### src/rtl/icache.sv
// rtl/icache.sv - direct-mapped read-only instruction cache with single-word fill and hit/miss counters
module icache #(
    parameter int SETS = 16
) (
    input  logic        CLK,
    input  logic        nRST,
    input  logic        dp_iREN,
    input  logic [31:0] dp_imemaddr,
    output logic        dp_ihit,
    output logic [31:0] dp_imemload,
    output logic        mem_iREN,
    output logic [31:0] mem_iaddr,
    input  logic        mem_iwait,
    input  logic [31:0] mem_iload,
    input  logic        inv,
    output logic [31:0] hit_count,
    output logic [31:0] miss_count
);
    localparam int IW = $clog2(SETS);
    localparam int TW = 30 - IW;

    typedef enum logic {IDLE, FETCH} state_t;

    state_t          state, next_state;
    logic [SETS-1:0] valid;
    logic [TW-1:0]   tags [SETS];
    logic [31:0]     data [SETS];
    logic [31:0]     miss_addr;

    logic [IW-1:0] idx, fill_idx;
    logic [TW-1:0] tag;
    logic          lookup, hit, miss, fill_done;
    logic          unused_addr_bits;

    assign idx              = dp_imemaddr[IW+1:2];
    assign tag              = dp_imemaddr[31:IW+2];
    assign fill_idx         = miss_addr[IW+1:2];
    assign unused_addr_bits = ^dp_imemaddr[1:0];

    // inv suppresses both hit and miss so nothing is counted that cycle
    assign lookup    = (state == IDLE) && dp_iREN && !inv;
    assign hit       = lookup && valid[idx] && (tags[idx] == tag);
    assign miss      = lookup && !hit;
    assign fill_done = (state == FETCH) && !mem_iwait;

    always_ff @(posedge CLK or negedge nRST) begin
        if (!nRST) state <= IDLE;
        else       state <= next_state;
    end

    always_comb begin
        next_state = state;
        case (state)
            IDLE:    if (miss)      next_state = FETCH;
            FETCH:   if (!mem_iwait) next_state = IDLE;
            default: next_state = IDLE;
        endcase
    end

    always_comb begin
        dp_ihit     = hit;
        dp_imemload = hit ? data[idx] : 32'd0;
        mem_iREN    = (state == FETCH);
        mem_iaddr   = (state == FETCH) ? miss_addr : 32'd0;
    end

    always_ff @(posedge CLK or negedge nRST) begin
        if (!nRST) begin
            valid      <= '0;
            miss_addr  <= 32'd0;
            hit_count  <= 32'd0;
            miss_count <= 32'd0;
        end else begin
            // inv has priority over a completing fill: the filled line is dropped
            if (inv)            valid           <= '0;
            else if (fill_done) valid[fill_idx] <= 1'b1;
            if (miss) begin
                miss_addr  <= {dp_imemaddr[31:2], 2'b00};
                miss_count <= miss_count + 32'd1;
            end
            if (hit) hit_count <= hit_count + 32'd1;
        end
    end

    always_ff @(posedge CLK) begin
        if (fill_done) begin
            tags[fill_idx] <= miss_addr[31:IW+2];
            data[fill_idx] <= mem_iload;
        end
    end
endmodule

### config.mk
export PLATFORM = sky130hd
export DESIGN_NAME = icache
export DESIGN_NICKNAME = d
export VERILOG_FILES = /design/src/rtl/icache.sv
export SDC_FILE = /design/constraint.sdc
export NUM_CORES = 1
export LEC_CHECK = 0
export BUFFER_PORTS_ARGS = -buffer_cell sky130_fd_sc_hd__clkbuf_2
export CAP_MARGIN = 20
export CORE_AREA = 2 2 266 268
export CTS_CLUSTER_SIZE = 8
export DETAILED_ROUTE_END_ITERATION = 8
export DIE_AREA = 0 0 268 270
export PLACE_DENSITY = 0.8
export SLEW_MARGIN = 25
export SYNTH_ARGS = -nofsm -noshare
export SYNTH_HDL_FRONTEND = slang
export SYNTH_SLANG_ARGS = --single-unit
### constraint.sdc
create_clock -name CLK -period 12.88 [get_ports CLK]
set_input_delay 1.288 -clock CLK [delete_from_list [all_inputs] [get_ports CLK]]
set_output_delay 1.288 -clock CLK [all_outputs]
set_load 0.1 [all_outputs]
* Word-level counts from Yosys, hierarchy flattened *
Memories as Yosys holds them, arrays and structs flattened.
Cells that the tools add are included.

storage, ports and cells
  memories kept = 2
  logic and storage cells = 39
  input bits = 69
  RAM bits = 928
  output and inout bits = 130
  register bits after elaboration = 111

operators by class
  bitwise logic cells = 2
  multiplexer cells = 13
  add/subtract/negate cells = 2
  magnitude comparators = 3
  eq/ne operators = 1
  reductions and logical operators = 11

memories
  name  depth  bits a word  rd ports  clocked after memory_dff  write ports  RTL line  source
  data  16     32           1         0                         1            27        logic [31:0] data [SETS];
  tags  16     26           1         0                         1            26        logic [TW-1:0] tags [SETS];

operator list
  cell                                                                   number
  32-bit by 1-bit adder with 32-bit output, second input constant        2
  32-bit 2-to-1 mux                                                      2
  16-bit 2-to-1 mux                                                      2
  26-bit equality test                                                   1
  16-bit bitwise OR                                                      1
  4-bit by 5-bit < comparator with 1-bit output, second input constant   2
  1-bit logical AND                                                      7
  1-bit 2-to-1 mux                                                       6
  1-bit binary-select mux with 4-bit select                              1
  1-bit demux with 4-bit select                                          1
  4-bit by 1-bit >= comparator with 1-bit output, second input constant  1
  1-bit zero test                                                        3
  1-bit one-hot mux with 2 select lines                                  1
  2-bit nonzero test                                                     1
  1-bit NOT                                                              1

* Depth between registers and ports, before layout *
  word-level depth = 9
  gate-level depth with buffers = 15
  gate-level depth less buffers = 9

* Worst setup path before layout *
OpenSTA, ideal clock, no wires.

  path type = register to register
  start point = register state (netlist: mem_iREN)
  end point = memory data[3][0] (enable)
  clock period less this slack = 6755 ps
  slack = 6125 ps
  stages on the path, launching flop included = 4
  buffers on the path = 0
  required time = 12333 ps
  setup time = 547 ps
  data arrival time = 6208 ps
  path through = dfrtp_1 > and2_1 > nand3b_1 > nor3_1

between the ends
  word-level cells in the longest chain between the ends = 3

RTL lines
  element                                 RTL line  source
  from (decl)                             24        state_t state, next_state;
  from (signal assigned)                  48        else state <= next_state;
  1-bit logical AND                       44        assign fill_done = (state == FETCH) && !mem_iwait;
  1-bit 2-to-1 mux                        86        if (fill_done) begin
  1-bit 2-to-1 mux (not written as such)  88        data[fill_idx] <= mem_iload;
  to (decl)                               27

No other way between the ends.

* Worst setup path after layout *
  start point = input dp_imemaddr[3]
  end point = output dp_imemload[1]

between the ends
  word-level cells in the longest chain between the ends = 5
  elaborated cells on any way between the ends = 8
  those cells by class = eq/ne (1); mux (3); reduce/logical (2); memory (2)

RTL lines
  element                                                                          RTL line  source
  from (decl)                                                                      8         input logic [31:0] dp_imemaddr,
  parallel branches: the longest is 4 deep, another holds memory read 16 x 26 bit  n/a
  32-bit 2-to-1 mux *                                                              62        dp_imemload = hit ? data[idx] : 32'd0;
  to (decl)                                                                        10        output logic [31:0] dp_imemload,

Every way passes the cells marked *. The select of a mux whose other input is x is not followed.

==> flow_metrics.env <==
export IMPL_status="complete, no violations"
export IMPL_critical_path_cell_chain="clkbuf_8 > buf_4 > buf_4 > mux4_2 > mux2i_1 > xor2_1 > nand3_1 > o31ai_2 > and4_1 > nand4_4 > buf_4 > nor2b_1 > clkbuf_2"
export IMPL_reg2reg_to="miss_addr[21]"
export IMPL_slowest_delay_ns=0.82
export IMPL_async_flop_share=0.1068
export IMPL_core_area_um2=69540
export IMPL_ys_flop_type="edfxtp_1"
export IMPL_swShare=0.2339
export IMPL_drive_gt1_frac=0.3000
export IMPL_min_from="hit_count[31]"
export IMPL_synth_area_per_cell_um2=20.45
export IMPL_setup_viol=0
export IMPL_relSlewSlack=0.2858
export IMPL_synth_edf_count=928
export IMPL_synth_compound_area_share=0.01564
export IMPL_end_kind="primary output"
export IMPL_drt_iter0_drc=2549
export IMPL_clk_latency_ns=0.73
export IMPL_synth_area_mux_share=0.1641
export IMPL_antenna_found_initial=6
export IMPL_p_sw_uw=1880
export IMPL_cp_arrival_ns=6.90
export IMPL_area_delta_synth_final_pct=15.00
export IMPL_place_ws_ns=4.745
export IMPL_max_freq_mhz=122.1
export IMPL_synth_distinct_cells=73
export IMPL_critPathMaxFanout=92
export IMPL_final_common_cell="edfxtp_1"
export IMPL_crit_start="dp_imemaddr[3]"
export IMPL_via_count=21790
export IMPL_yosys_top_cells_area="edfxtp_1, mux4_2, dfrtp_1, mux2i_1, mux2_2"
export IMPL_final_cells=3317
export IMPL_path_common_cell="buf_4"
export IMPL_gp_congestion=0.8416
export IMPL_ant_nets=0
export IMPL_hold_class="reg2reg"
export IMPL_cts_setup_buffers=0
export IMPL_clockPowerShare=0.437
export IMPL_worstSetupPathType="in2out"
export IMPL_h_tree_depth=4
export IMPL_ctsHoldBuffers=0
export IMPL_synth_fa_ha_area_frac=0.0006040
export IMPL_die_area_um2=72360
export IMPL_numPortBuffers=194
export IMPL_fin_tns_setup_ns=0
export IMPL_critPathSlowestCell="buf_4"
export IMPL_grt_max_degree=107
export IMPL_min_period_ns=8.190
export IMPL_clkSinkCount=1039
export IMPL_fin_nets=2376
export IMPL_synth_largest_area_cell="edfxtp_1"
export IMPL_synthCells=2026
export IMPL_row_count=97
export IMPL_min_period_over_period=0.6358
export IMPL_yosysWarnings=0
export IMPL_cts_resized=0
export IMPL_route_detailed_drc=0
export IMPL_cts_buffers=147
export IMPL_final_max_slew_viol_count=0
export IMPL_internal_power_uw=6159
export IMPL_ir_drop_v=0.0001954
export IMPL_grt_pass1_vias=23150
export IMPL_timing_rr_start="tags[0][13]"
export IMPL_io_pin_count=199
export IMPL_fin_skew_ns=0.02027
export IMPL_grt_usage=0.2871
export IMPL_ys_seq_area_frac=0.7397
export IMPL_die_w_um=268
export IMPL_setup_ws_ns=4.690
export IMPL_combPwrFrac=0.071
export IMPL_dp_cells=3095
export IMPL_drt_vias_per_instance=6.569
export IMPL_clockRootBuffer="clkbuf_16"
export IMPL_die_h_um=270
export IMPL_synth_xor_area_frac=0.01797
export IMPL_hold_violations=0
export IMPL_cts_buffer_depth=3
export IMPL_grt_remaining_overflow=0
export IMPL_rsz0062_at_grt="no"
export IMPL_netlist_area_um2=41430
export IMPL_final_cell_mix="edfxtp_1, mux4_2, clkbuf_2, clkbuf_16, dfrtp_1"
export IMPL_cts_tree="done"
export IMPL_dr_pass1_iters=6
export IMPL_worst_r2r_path_depth=11
export IMPL_synth_top_family_by_area="multiplexers"
export IMPL_synth_top_area_frac=0.6726
export IMPL_clkSlewWorstSetupHoldPaths_ns=0.05
export IMPL_power_leakage_uw=0.01643
export IMPL_routed_wirelength_um=100500
export IMPL_maxCapViolCount=0
export IMPL_nFillCells=4095
export IMPL_power_density_nw_per_um2=168.7
export IMPL_worst_pin_slew_ns=1.069
export IMPL_grt_pass1_wl_um=149900
export IMPL_synthSimpleGateAreaFrac=0.04533
export IMPL_crit_end="dp_imemload[1]"
export IMPL_dp_hpwl_um=50300
export IMPL_cp_data_required_time_ns=11.59
export IMPL_ys_ff_latch=1039
export IMPL_seqPwrFrac=0.491
export IMPL_worst_setup_path_start_kind="input port"
export IMPL_wl_per_cell_um=30.31
export IMPL_ff2ff_setup_slack_ns=8.26
export IMPL_initial_core_util=0.5957
-- cells by family (layout without fill, tap and decap cells) --
family          count (synthesis)  after routing
other cells                     1              6
xor+xnor                       85             85
fa+ha+maj                       2              2
buf+inv                       120            466
flops                        1039           1039
mux                           372            372
compound gates                 82             82
simple gates                  325            325
-- sequential cells by signal, summed over array words and instances, names as in the netlist --
signal,count
mem_iREN,1
valid,16
miss_count,32
tags,416
hit_count,32
miss_addr,30
data,512
-- cell usage after synthesis (4+ instances only) --
master    number
inv_1         15
buf_1          5
nand3b_1       4
a31oi_1        6
nor4_2         5
and4_1         8
mux4_2       236
and2_1        33
nand2b_1       8
nand4_1       22
a221oi_1      14
xnor2_1       43
mux4_1         4
a22oi_1        5
buf_12         4
xor2_1        42
mux2i_1       86
nor2_1        67
a41oi_1        7
mux2_2        44
nor4_1        11
a21oi_1        8
nand3_1       38
clkbuf_1      38
buf_2         34
o22ai_1        5
buf_4         13
and3_1        12
dfrtp_1      111
nand2_1       32
nor3_1        24
nor2b_1       38
a211oi_1       5
buf_6          9
edfxtp_1     928
-- how the worst min path moves through the flow --
stage / cells after the start / slack, ns / endpoint
after floorplan: 2 / 0.46 / valid[1]
after global placement: 1 / 0.46 / hit_count[31]
after detailed placement: 1 / 0.46 / hit_count[31]
after CTS: 1 / 0.47 / hit_count[31]
after global routing: 1 / 0.49 / hit_count[31]
final: 1 / 0.47 / hit_count[31]
-- layout make-up --
cell class                 count  area [um^2]  area share
sequential                  1039        30640      0.6432
multi-input combinational    868        10210      0.2143
clock buffer                 208         4035     0.08469
timing repair buffer         233         1388     0.02912
tap                          940         1176     0.02469
clock inverter                 9        116.4    0.002442
inverter                      16        62.56    0.001313
antenna                        4        10.01   0.0002101
-- stage by stage --
step | cell area [um^2] | total power, uW | hold slack (ns) | utilization
detailed placement | 43450 | 4571 | 0.4629 | 0.6248
floorplan | 41430 | 4375 | 0.4577 | -
finish | 47640 | 8039 | 0.4654 | 0.6851
global placement | 43370 | 4539 | 0.4575 | 0.6236
global route | 47640 | 8241 | 0.4892 | 0.6851
CTS | 47600 | 8063 | 0.4734 | 0.6845
-- power groups by stage --
| stage | sequential [uW] | combinational [uW] | clock, uW |
|---|---|---|---|
| CTS | 3950 | 574 | 3540 |
| floorplan | 4020 | 352 | 0 |
| global route | 3960 | 599 | 3680 |
| detailed placement | 4010 | 565 | 0 |
| finish | 3950 | 574 | 3510 |
| global placement | 3990 | 550 | 0 |
-- per-layer routing --
layer | vias to the layer above | wire length, um | track usage
met5 | - | 16 | 0
met4 | 2 | 3530 | 0.1247
met3 | 237 | 8642 | 0.05489
met2 | 1330 | 51390 | 0.4690
met1 | 11400 | 36950 | 0.3813
li1 | 8823 | - | -
-- critical path: cells and delay by family --
family / cells / cell delay [ns]
AOI/OAI and AO/OA: 1 / 0.18
buffers and inverters: 5 / 3.25
and+or+nand+nor: 4 / 1.04
muxes: 2 / 0.82
xor gates and xnor gates: 1 / 0.18
(Power assumes the default switching activity.)
